## config.mk

```make
export PLATFORM = sky130hd
export DESIGN_NAME = verify_mipi_transmitter
export DESIGN_NICKNAME = d
export VERILOG_FILES = /design/src/rtl/verify_mipi_transmitter.sv
export SDC_FILE = /design/constraint.sdc
export NUM_CORES = 1
export LEC_CHECK = 0
export ABC_CLOCK_PERIOD_IN_PS = 3750
export CORE_MARGIN = 3
export CORE_UTILIZATION = 35
export DETAILED_ROUTE_END_ITERATION = 8
export DONT_BUFFER_PORTS = 1
export PLACE_DENSITY = 0.54
export SLEW_MARGIN = 15
export SYNTH_ARGS = -nofsm -noshare
export SYNTH_HDL_FRONTEND = slang
export SYNTH_SLANG_ARGS = --single-unit
```

## constraint.sdc

```tcl
create_clock -name tx_pixel_clk -period 3.75 [get_ports tx_pixel_clk]
set_input_delay 0.375 -clock tx_pixel_clk [delete_from_list [all_inputs] [get_ports tx_pixel_clk]]
set_output_delay 0.375 -clock tx_pixel_clk [all_outputs]
set_load 0.02 [all_outputs]
```

## src/rtl/verify_mipi_transmitter.sv

```systemverilog
// verify_mipi_transmitter: frames one DLEN-byte payload onto a 48-bit link as SOF, header, NW data words and a pad word.
module verify_mipi_transmitter #(
    parameter int          DLEN     = 6,
    parameter logic [23:0] SOF      = 24'hEAFF99,
    parameter int          IDLE_GAP = 1
) (
    input  logic              tx_pixel_clk,
    input  logic              rst,
    input  logic [DLEN*8-1:0] data,
    input  logic              data_valid,
    output logic              data_ready,
    input  logic [23:0]       pkt_id,
    input  logic [7:0]        dtype,
    input  logic [7:0]        phl_id,
    output logic [47:0]       packet,
    output logic              packet_valid,
    output logic              transmitting
);
    localparam int NW = (DLEN + 5) / 6;
    localparam int PW = NW * 48;
    localparam int CW = $clog2(NW + 1);
    localparam int GW = IDLE_GAP > 0 ? $clog2(IDLE_GAP + 1) : 1;

    typedef enum logic [2:0] {S_IDLE, S_SOF, S_HDR, S_DATA, S_PAD, S_GAP} state_t;

    state_t            state, state_n;
    logic [DLEN*8-1:0] data_r;
    logic [23:0]       id_r;
    logic [7:0]        dtype_r, phl_r;
    logic [CW-1:0]     cnt;
    logic [GW-1:0]     gap;
    logic [PW-1:0]     p;
    logic [47:0]       c;

    assign p = PW'(data_r);
    // most significant 48-bit chunk goes out first
    assign c = 48'(p >> (48 * (NW - 1 - int'(cnt))));
    assign data_ready = state == S_IDLE && !rst;
    assign transmitting = packet_valid;

    always_ff @(posedge tx_pixel_clk) begin
        if (rst) begin
            state <= S_IDLE;
            cnt <= '0;
            gap <= '0;
        end else begin
            state <= state_n;
            if (state == S_IDLE && data_valid) begin
                data_r <= data;
                id_r <= pkt_id;
                dtype_r <= dtype;
                phl_r <= phl_id;
            end
            cnt <= state == S_SOF ? '0 : state == S_DATA ? cnt + 1'b1 : cnt;
            gap <= state == S_PAD ? GW'(IDLE_GAP) : state == S_GAP ? gap - 1'b1 : gap;
        end
    end

    always_comb begin
        state_n = state;
        packet = '0;
        packet_valid = 1'b0;
        case (state)
            S_IDLE: if (data_valid) state_n = S_SOF;
            S_SOF: begin
                state_n = S_HDR;
                packet = {SOF, id_r};
                packet_valid = 1'b1;
            end
            S_HDR: begin
                state_n = S_DATA;
                packet = {dtype_r, 32'(DLEN), phl_r};
                packet_valid = 1'b1;
            end
            S_DATA: begin
                if (cnt == CW'(NW - 1)) state_n = S_PAD;
                packet = {c[23:0], c[47:24]};
                packet_valid = 1'b1;
            end
            S_PAD: begin
                state_n = S_IDLE;
                if (IDLE_GAP > 0) state_n = S_GAP;
                packet_valid = 1'b1;
            end
            S_GAP: if (gap == GW'(1)) state_n = S_IDLE;
            default: state_n = S_IDLE;
        endcase
        if (rst) begin
            packet = '0;
            packet_valid = 1'b0;
        end
    end
endmodule

```

==> results.txt, run 1 <==
----------------------------------------------------
[Worst setup path]
  Critical Path Start Type ... flip-flop
  Flop-to-flop setup slack ... between 1500 and 2000 ps
  Cell depth of the worst setup path ... 4
  Class of the most critical setup path ... reg -> out
  Sequence of cells on the critical path ... and4bb_2 -> buf_4 -> a22oi_1 -> nor2_1
  Data required time of the critical path ... 3380 ps
  End of the critical path ... packet[42]
  Critical path endpoint category ... output pin
  Signal arrival time at the worst endpoint ... between 2000 and 3000 ps
  Family with the most delay on the worst path ... simple AND/OR/NAND/NOR gates
  Crit path max-delay cell type ... sky130_fd_sc_hd__and4bb_2
  Count of buffer and inverter cells on the critical path ... 1
  Depth of the worst register-to-register path ... 4
  Crit Reg-Reg Startpoint ... state[2]
  Worst flop-to-flop path endpoint ... data_r[31]
  Largest stage delay on the critical path ... 770 ps
  Worst setup path start ... state[0]
  Max Fanout on Critical Path ... 28

[Final layout]
  Most frequent standard cell in the layout excluding fill and tap cells ... sky130_fd_sc_hd__edfxtp_1
  Share of layout cells above drive strength 1 ... between 10% and 20%
  Total inserted antenna cells ... 0
  Final nets ... about 320
  Most frequent cells in the layout ... sky130_fd_sc_hd__edfxtp_1 (88), sky130_fd_sc_hd__nor2_1 (48), sky130_fd_sc_hd__a22oi_1 (17), sky130_fd_sc_hd__a21oi_1 (16), sky130_fd_sc_hd__clkbuf_8 (9)
  P&R area growth vs syn ... 6.95%
  Final core utilization ... about two fifths

[STA]
  Tmin final ... a little under 3000 ps
  Worst clock skew ... a little over 9 ps
  Slack of the critical path ... roughly 840 ps
  Setup repair after global routing missed its margin ... no
  Fmax ... 0.343 GHz
  Final hold violations ... 0
  Transition at the pin with the smallest max-transition slack ... 864 ps
  Fraction of the cycle the final worst path needs ... 77.7%
  Aggregate negative setup slack ... 0 ps
  Relative slew margins ... a little over two fifths
  Count of endpoints failing setup in the final report ... 0
  Number of max-slew violations in the final report ... 0

[Clock network]
  Quantity of gates resized following cts ... 0
  Clk slew on worst S/H paths ... 80 ps
  Clock insertion delay at the later pin of the skew report ... approximately 350 ps
  TritonCTS buffer count ... 9
  Clock tree root buffer cell ... sky130_fd_sc_hd__clkbuf_8
  Total setup buffers inserted after CTS ... 0
  CTS tree ... done
  Max clock buf depth ... 2
  Hold bufs inserted after CTS ... 0
  CTS Sinks ... 93
  CTS H-tree lvls ... 3

[Worst hold path]
  Class of the tightest hold or removal check ... in -> reg
  Worst Hold Depth ... 1

[Route]
  Routed wire length per instance ... 20.3 µm
  Number of design rule violations left after detail routing ... 0
  Antenna Nets Post-Route ... 0
  Total detailed-routing wirelength ... between 7 and 8 mm
  Detailed-router iteration count before antenna repair ... 4
  Drt initial violations ... about 160
  Number of vias in the routed layout ... between 1,500 and 2,000
  Avg Vias per Cell ... between 5 and 6

[Global routing]
  Total global routing overflow ... 0
  Global-route wire length before repair ... 11.1 mm
  Total global-route track usage ... roughly an eighth
  Initial antenna violation count ... 0
  Vias in the first global route ... between 2,000 and 2,500
  Pin count of the biggest net entering global routing ... 53

[Logic synthesis]
  Most frequently used flop master after synthesis ... sky130_fd_sc_hd__edfxtp_1
  Per-instance average area after synthesis ... around 15 µm²
  Number of storage elements in the synthesis netlist ... 93
  Number of instances in the synthesized netlist ... between 200 and 250
  Number of synthesized flops with an enable pin ... 88
  Total standard cell area after synthesis ... around 0.0036 mm²
  Synthesis warning total ... 0
  Syn Nets ... 326
  Async set-reset flop share out of synthesis ... 0%
  Distinct cells, synth ... 29
  Sequential cell area fraction in the yosys report ... 75.8%

[Floorplan]
  Placeable core region ... 0.00991 mm²
  Rows ... 36
  Height of the die ... between 100 and 150 µm
  Effective utilization at floorplan ... around 37%
  Top Ports ... 142
  Floorplan die area ... 0.0116 mm²
  Width of the die ... 108 µm

[Placed design]
  Buffers added on ports ... 0
  Detailed-placement wirelength estimate ... slightly below 5 mm
  Setup slack at placement ... ~1200 ps
  Routability-driven placement congestion ratio ... slightly below 0.7

[Power and ir drop]
  Peak ir drop on the vdd network ... between 0.2 and 0.3 mV
  Pwr dens ... around 560 mW/mm²
  Leak Pwr ... approximately 1.2 nW

[Outcome]
  Result of the run ... completed

[Job]
  Max-cap violations ... 0

----------------------------------------------------
## cell families after synthesis
group / share of synthesized area, %
AO/OA/AOI/OAI: 10.3
multiplexers: 0.277
AND/OR/NAND/NOR: 8.78
buffers and inverters: 4.56
XOR/XNOR: 0.242
flip-flops: 75.8
## per-stage QoR
stage	instances	power (mW)	area, µm²	hold slack (ps)
global placement	353	1.55	3680	450
floorplan	235	1.52	3620	447
finish	369	2.17	3870	84.7
CTS	369	2.21	3870	50.1
detailed placement	353	1.56	3680	450
global route	369	2.28	3870	52.4
## sequential cells by signal, indices dropped and copies added (netlist names)
| register | count |
|---|---|
| cnt | 1 |
| data_r | 48 |
| phl_r | 8 |
| id_r | 24 |
| dtype_r | 8 |
| gap | 1 |
| state | 3 |
## how the worst min path moves through the flow
stage	startpoint	endpoint
CTS	rst	gap
finish	rst	gap
detailed placement	rst	gap
floorplan	rst	cnt
global placement	rst	gap
global route	rst	gap
## synth_stat cells (2+ instances only)
master	instances	area (µm²)
sky130_fd_sc_hd__buf_6	9	101
sky130_fd_sc_hd__dfxtp_1	5	100
sky130_fd_sc_hd__edfxtp_1	88	2640
sky130_fd_sc_hd__nor2b_1	3	18.8
sky130_fd_sc_hd__nor2_1	48	180
sky130_fd_sc_hd__inv_1	2	7.51
sky130_fd_sc_hd__nand2_1	2	7.51
sky130_fd_sc_hd__a221oi_1	7	61.3
sky130_fd_sc_hd__and3_1	4	25.0
sky130_fd_sc_hd__a21oi_1	16	80.1
sky130_fd_sc_hd__a222oi_1	8	80.1
sky130_fd_sc_hd__buf_2	6	30.0
sky130_fd_sc_hd__nand2b_1	2	12.5
sky130_fd_sc_hd__buf_1	3	11.3
sky130_fd_sc_hd__a22oi_1	17	128
sky130_fd_sc_hd__buf_4	2	15.0
## layer usage
metal / track usage [%] / vias up / share of wire (%)
met1: 15.3 / 963 / 42
met2: 20.1 / 92 / 47
met4: 5.68 / 0 / 1.3
li1: - / 890 / -
met3: 6.54 / 10 / 10
met5: 0 / - / 0
## where the power goes
group          leakage [nW]  internal [mW]  switching (mW)  total (mW)
clock network        0.0880          0.306           0.337       0.643
registers             0.850           1.21          0.0284        1.24
logic                 0.244         0.0752           0.208       0.284
## cell type report
class,count,area (µm²)
repair buffers,5,50.0
well taps,133,166
fillers,950,6040
flip-flops and latches,93,2740
inverters,2,7.51
clock inverters,6,61.3
multi-input cells,120,714
clock buffers,10,128
No activity file was read; power rests on OpenSTA's default activity.
==> run 2: changes to the inputs <==
--- a/config.mk
+++ b/config.mk
@@ -5,12 +5,12 @@
 export SDC_FILE = /design/constraint.sdc
 export NUM_CORES = 1
 export LEC_CHECK = 0
-export ABC_CLOCK_PERIOD_IN_PS = 3750
+export ABC_CLOCK_PERIOD_IN_PS = 2600
 export CORE_MARGIN = 3
 export CORE_UTILIZATION = 35
 export DETAILED_ROUTE_END_ITERATION = 8
 export DONT_BUFFER_PORTS = 1
-export PLACE_DENSITY = 0.54
+export PLACE_DENSITY = 0.56
 export SLEW_MARGIN = 15
 export SYNTH_ARGS = -nofsm -noshare
 export SYNTH_HDL_FRONTEND = slang
==> constraint.sdc (replaced) <==
create_clock -name tx_pixel_clk -period 2.6 [get_ports tx_pixel_clk]
set_input_delay 0.26 -clock tx_pixel_clk [delete_from_list [all_inputs] [get_ports tx_pixel_clk]]
set_output_delay 0.26 -clock tx_pixel_clk [all_outputs]
set_load 0.02 [all_outputs]
==> run 2 against run 1 <==
Compared with the run above:
- clock skew grew 1.7 ps
- clock-buffer cell count did not move
- combinational power rose by 110%
- global-route usage up 2.5 points
- sequential share of layout area down 17 points
- sequential power up 44%
- die area unchanged
- setup slack worse by 640 ps
- largest power group unchanged
- highest routed layer unchanged
==> results.txt, run 2 (synthesis results as in run 1) <==
----------------------------------------------------
[Clock network]
  Max clock buf depth ... 2
  Clk slew on worst S/H paths ... around 90 ps
  Clock insertion delay at the later pin of the skew report ... about 360 ps
  CTS tree ... done
  CTS H-tree lvls ... 3
  Clock tree root buffer cell ... sky130_fd_sc_hd__clkbuf_8
  CTS Sinks ... just over 90
  Total setup buffers inserted after CTS ... 0
  TritonCTS buffer count ... 9

[STA]
  Count of endpoints failing setup in the final report ... 0
  Tmin final ... 2410 ps
  Setup repair after global routing missed its margin ... no
  Worst clock skew ... 10.8 ps
  Aggregate negative setup slack ... 0 ps
  Relative slew margins ... 49.2%
  Transition at the pin with the smallest max-transition slack ... around 760 ps
  Fmax ... around 0.42 GHz
  Fraction of the cycle the final worst path needs ... 92.5%
  Number of max-slew violations in the final report ... 0
  Final hold violations ... 0

[Worst hold path]
  Worst Hold Depth ... 3
  Class of the tightest hold or removal check ... in -> reg
  Min-delay src ... rst
  End point of the worst hold path ... state[2]

[Route]
  Antenna Nets Post-Route ... 0
  Drt initial violations ... around 110
  Number of vias in the routed layout ... approximately 2,500
  Total detailed-routing wirelength ... ~9 mm
  Avg Vias per Cell ... approximately 5
  Routed wire length per instance ... 17.5 µm
  Detailed-router iteration count before antenna repair ... 8
  Number of design rule violations left after detail routing ... 0

[Worst setup path]
  Max Fanout on Critical Path ... 36
  Worst flop-to-flop path endpoint ... data_r[18]
  Critical path endpoint category ... output pin
  Signal arrival time at the worst endpoint ... approximately 2200 ps
  Class of the most critical setup path ... reg -> out
  Data required time of the critical path ... 2340 ps
  Flop-to-flop setup slack ... approximately 740 ps
  Critical Path Start Type ... flip-flop
  Crit Reg-Reg Startpoint ... state[2]
  Depth of the worst register-to-register path ... 4

[Final layout]
  Multi-input combinational cell area ... roughly 720 µm²
  P&R area growth vs syn ... 40.5%
  Sequential standard cell area ... 0.00275 mm²
  Number of fillers in the final layout ... between 800 and 900
  Biggest registers after layout ... data_r (48), id_r (24)
  Final nets ... 452
  Cell area after layout ... approximately 0.0051 mm²
  Top reg by flops ... data_r
  Number of flip-flops in the largest register ... 48
  Share of layout cells above drive strength 1 ... approximately a fifth
  Total inserted antenna cells ... 0
  Most frequent cells in the layout ... sky130_fd_sc_hd__dlygate4sd3_1 (89), sky130_fd_sc_hd__edfxtp_1 (88), sky130_fd_sc_hd__nor2_1 (46), sky130_fd_sc_hd__buf_4 (44), sky130_fd_sc_hd__a22oi_1 (17)
  Most frequent standard cell in the layout excluding fill and tap cells ... sky130_fd_sc_hd__dlygate4sd3_1

[Global routing]
  Global routing met3 resource utilization ... under 10%
  Global-route wire length before repair ... approximately 14 mm
  Pin count of the biggest net entering global routing ... just over 50
  Initial antenna violation count ... 0
  GR Layer Usage met2 ... about 28%
  Grt met1 use ... between 10% and 20%
  Vias in the first global route ... approximately 2,700
  Total global-route track usage ... 15.5%
  Global-route layer with the greatest usage ... met2
  Total global routing overflow ... 0

[Placed design]
  Placement Cell Area ... 0.00399 mm²
  Detailed-placement wirelength estimate ... between 5 and 6 mm
  Buffers added on ports ... 0
  Routability-driven placement congestion ratio ... between 0.6 and 0.7

[Floorplan]
  Effective utilization at floorplan ... a little over a third
  Height of the die ... roughly 110 µm
  Rows ... 36
  Floorplan die area ... approximately 0.012 mm²
  Width of the die ... roughly 110 µm
  Top Ports ... roughly 140
  Placeable core region ... between 0.009 and 0.01 mm²

[Power and ir drop]
  Leak Pwr ... approximately 1.8 nW
  Peak ir drop on the vdd network ... approximately 0.42 mV
  Pwr dens ... 659 mW/mm²

[Job]
  Max-cap violations ... 0

[Outcome]
  Result of the run ... completed

----------------------------------------------------
-- run 2: cell count changes in the layout (fill, tap and decap cells not counted), moves of 2 or more --
cell,before,now
sky130_fd_sc_hd__dfxtp_1,5,3
sky130_fd_sc_hd__dlygate4sd3_1,0,89
sky130_fd_sc_hd__nor2_1,48,46
sky130_fd_sc_hd__dfxtp_2,0,2
sky130_fd_sc_hd__buf_4,4,44
sky130_fd_sc_hd__nor2_2,1,3
-- run 2: cell type report --
cell class,instances,area share (%)
Inverter,2,0.148
Sequential cell,93,54.0
Timing Repair Buffer,135,24.6
Clock inverter,6,1.23
Tap cell,133,3.27
Multi-Input combinational cell,120,14.2
Clock buffer,10,2.51
-- run 2: repair_timing --
| item | CTS | global route |
|---|---|---|
| setup endpoints to repair | 2 | 41 |
| hold buffers | 89 | 0 |
| pin swaps | 0 | 0 |
| gates cloned | 0 | 0 |
| resized for setup | 2 | 4 |
| hold endpoints to repair | 90 | 0 |
-- run 2: power breakdown --
| group | leakage [nW] | switching [mW] | internal [mW] | total [mW] |
|---|---|---|---|---|
| clock | 0.0920 | 0.510 | 0.444 | 0.955 |
| combinational | 0.837 | 0.347 | 0.261 | 0.608 |
| sequential | 0.851 | 0.0394 | 1.75 | 1.79 |
-- run 2: critical path, stage by stage, from the launching register on --
cell	delay [ps]
sky130_fd_sc_hd__dfxtp_1	480
sky130_fd_sc_hd__nor2_2	80
sky130_fd_sc_hd__or3_2	560
sky130_fd_sc_hd__buf_6	270
sky130_fd_sc_hd__nor2_1	200
sky130_fd_sc_hd__buf_4	180
-- run 2: worst max-delay path by stage --
stage / from / endpoint
6_report: state[0] / packet[41]
5_1_grt: state[0] / packet[5]
4_1_cts: state[1] / packet[44]
3_5_place_dp: state[1] / packet[42]
3_3_place_gp: state[1] / packet[40]
2_1_floorplan: state[2] / data_r[0]
-- run 2: routing by layer --
metal | routed length (µm) | part of all wire, %
met5 | 0 | 0
met1 | 3410 | 39
met2 | 4580 | 52
met3 | 645 | 7.4
met4 | 107 | 1.2
-- run 2: metrics by stage --
stage / hold WS [ps] / worst slack, ps / util [%] / instances / total power [mW]
finish: 62.4 / 194 / 51.3 / 499 / 3.35
floorplan: 332 / 87.3 / - / 235 / 2.18
detailed placement: 338 / 388 / 40.3 / 394 / 2.32
CTS: 49.8 / 17.4 / 51.2 / 499 / 3.38
global route: 66.3 / 72.1 / 51.3 / 499 / 3.51
global placement: 336 / 439 / 40.3 / 394 / 2.31
==> run 3: changes to the inputs <==
--- a/config.mk
+++ b/config.mk
@@ -5,7 +5,7 @@
 export SDC_FILE = /design/constraint.sdc
 export NUM_CORES = 1
 export LEC_CHECK = 0
-export ABC_CLOCK_PERIOD_IN_PS = 2600
+export ABC_CLOCK_PERIOD_IN_PS = 2210
 export CORE_MARGIN = 3
 export CORE_UTILIZATION = 35
 export DETAILED_ROUTE_END_ITERATION = 8
==> constraint.sdc (replaced) <==
create_clock -name tx_pixel_clk -period 2.21 [get_ports tx_pixel_clk]
set_input_delay 0.221 -clock tx_pixel_clk [delete_from_list [all_inputs] [get_ports tx_pixel_clk]]
set_output_delay 0.221 -clock tx_pixel_clk [all_outputs]
set_load 0.02 [all_outputs]
==> run 3 against run 2 <==
Compared with the run above:
- die area unchanged
- setup slack worse by 36 ps
- worst hold slack better by 3.9 ps
- clock power up 35%
- clock skew down 1.1 ps
- design area up 5.3%
- largest cell class unchanged
- flip-flop and latch count unchanged
- combinational power up 37%
- register-to-register slack worse by 210 ps
==> results.txt, run 3 (synthesis results as in run 1) <==
----------------------------------------------------
[Floorplan]
  Effective utilization at floorplan ... roughly 37%
  Height of the die ... ~110 µm
  Width of the die ... roughly 110 µm
  Rows ... 36
  Floorplan die area ... 0.0116 mm²
  Top Ports ... between 100 and 150
  Placeable core region ... 0.00991 mm²

[Final layout]
  Most frequent standard cell in the layout excluding fill and tap cells ... sky130_fd_sc_hd__dlygate4sd3_1
  Total inserted antenna cells ... 0
  Biggest registers after layout ... data_r (48), id_r (24)
  Top reg by flops ... data_r
  Multi-input combinational cell area ... between 700 and 800 µm²
  Sequential standard cell area ... 0.00275 mm²
  Final nets ... 467
  Number of flip-flops in the largest register ... 48
  Most frequent cells in the layout ... sky130_fd_sc_hd__dlygate4sd3_1 (89), sky130_fd_sc_hd__edfxtp_1 (88), sky130_fd_sc_hd__buf_4 (53), sky130_fd_sc_hd__nor2_1 (48), sky130_fd_sc_hd__a22oi_1 (17)
  Share of layout cells above drive strength 1 ... roughly a quarter
  Number of fillers in the final layout ... 844
  P&R area growth vs syn ... 48.0%

[Power and ir drop]
  Sw frac ... a little over a quarter
  Pwr dens ... roughly 790 mW/mm²
  Sequential cell fraction of total power ... between 40% and 50%
  Comb power frac ... between 15 and 20%
  Peak ir drop on the vdd network ... 0.503 mV
  Leak Pwr ... 1.92 nW
  Net switching power ... between 1 and 1.5 mW
  Part of the power in the clock network ... a little under a third
  Internal Pwr Total ... a little over 3 mW

[Worst hold path]
  End point of the worst hold path ... state[2]
  Worst Hold Depth ... 3
  Min-delay src ... rst
  Class of the tightest hold or removal check ... in -> reg

[Worst setup path]
  Flop-to-flop setup slack ... approximately 530 ps
  Depth of the worst register-to-register path ... 4
  Critical Path Start Type ... flip-flop
  Worst flop-to-flop path endpoint ... data_r[38]
  Sequence of cells on the critical path ... buf_4 -> or3_4 -> clkbuf_16 -> nor2_1 -> buf_4
  Cell depth of the worst setup path ... 5
  Largest stage delay on the critical path ... roughly 430 ps
  Data required time of the critical path ... 1990 ps
  Crit Reg-Reg Startpoint ... state[2]
  Critical path endpoint category ... output pin
  Signal arrival time at the worst endpoint ... approximately 1800 ps
  Max Fanout on Critical Path ... 22
  Family with the most delay on the worst path ... buffers and inverters
  Count of buffer and inverter cells on the critical path ... 3
  Crit path max-delay cell type ... sky130_fd_sc_hd__or3_4
  Class of the most critical setup path ... reg -> out
  Most repeated library cell on the critical path ... sky130_fd_sc_hd__buf_4

[Route]
  Detailed-router iteration count before antenna repair ... 4
  Drt initial violations ... approximately 130
  Total detailed-routing wirelength ... approximately 9 mm
  Number of design rule violations left after detail routing ... 0
  Number of vias in the routed layout ... 2,539
  Antenna Nets Post-Route ... 0
  Avg Vias per Cell ... a little under 5
  Routed wire length per instance ... between 15 and 20 µm

[Clock network]
  CTS tree ... done
  Clock tree root buffer cell ... sky130_fd_sc_hd__clkbuf_8
  Clk slew on worst S/H paths ... 90 ps
  TritonCTS buffer count ... 9
  CTS Sinks ... 93
  Clock insertion delay at the later pin of the skew report ... ~340 ps
  Max clock buf depth ... 2
  CTS H-tree lvls ... 3

[STA]
  Fmax ... roughly 0.49 GHz
  Smallest hold slack ... about 66 ps
  Tmin final ... between 2000 and 2500 ps
  Count of endpoints failing setup in the final report ... 0
  Transition at the pin with the smallest max-transition slack ... between 400 and 500 ps
  Fraction of the cycle the final worst path needs ... between 90% and 100%
  Final hold violations ... 0
  Worst clock skew ... 9.65 ps
  Setup repair after global routing missed its margin ... no
  Number of max-slew violations in the final report ... 0
  Relative slew margins ... between 70% and 80%
  Aggregate negative setup slack ... 0 ps

[Global routing]
  Global-route wire length before repair ... roughly 14 mm
  Pin count of the biggest net entering global routing ... about 50
  Total global-route track usage ... around 15%
  Total global routing overflow ... 0
  Initial antenna violation count ... 0
  Vias in the first global route ... approximately 2,700

[Outcome]
  Result of the run ... completed

[Placed design]
  Routability-driven placement congestion ratio ... a little under 0.8
  Detailed-placement wirelength estimate ... between 5 and 6 mm
  Buffers added on ports ... 0

[Job]
  Max-cap violations ... 0

----------------------------------------------------
-- run 3: per-stage QoR --
step / power (mW) / area (µm²) / utilization [%] / setup slack, ps / std cells
floorplan: 2.58 / 3640 / - / 118 / 235
global placement: 2.77 / 4120 / 41.5 / 358 / 404
detailed placement: 2.77 / 4120 / 41.5 / 314 / 404
CTS: 4.20 / 5260 / 53.0 / 13.6 / 509
global route: 4.42 / 5360 / 54.0 / 4.53 / 514
finish: 4.22 / 5360 / 54.0 / 158 / 514
-- run 3: how the worst max path moves through the flow --
stage               startpoint          to
finish                state[2]   packet[4]
global route          state[0]   packet[3]
floorplan             state[2]   data_r[0]
global placement      state[0]  packet[45]
CTS                   state[2]  packet[21]
detailed placement    state[0]   packet[7]
-- run 3: worst reg2reg max path: stages (launching register included) --
cell,delay [ps]
sky130_fd_sc_hd__dfxtp_1,360
sky130_fd_sc_hd__buf_4,190
sky130_fd_sc_hd__nor4_4,310
sky130_fd_sc_hd__and2_4,230
sky130_fd_sc_hd__buf_12,250
-- run 3: power groups by stage --
stage / combinational [mW] / clock, mW / sequential [mW]
finish: 0.832 / 1.29 / 2.10
CTS: 0.776 / 1.33 / 2.10
global placement: 0.634 / 0 / 2.13
detailed placement: 0.639 / 0 / 2.14
global route: 0.901 / 1.41 / 2.10
floorplan: 0.458 / 0 / 2.12
-- run 3: per-layer routing --
layer / global-route usage (%) / up-vias / routed length (µm)
li1: - / 1185 / -
met1: 17.3 / 1227 / 3670
met2: 27.4 / 112 / 4800
met3: 5.22 / 15 / 647
met4: 5.32 / 0 / 137
met5: 0 / - / 0
-- run 3: what timing repair did --
item,in CTS,in global routing
hold endpoints to repair,90,0
setup buffers,0,3
gates resized for setup,4,9
pin swaps,0,3
setup endpoints to repair,44,38
gates cloned,0,2
hold buffers,89,0
-- run 3: final cells by class --
cell class	instances	share of cell area, %
inverter	2	0.140
timing repair buffer	150	27.1
clock buffer	9	2.31
clock inverter	7	2.08
multi-input combinational	120	14.0
tap	133	3.11
sequential	93	51.3
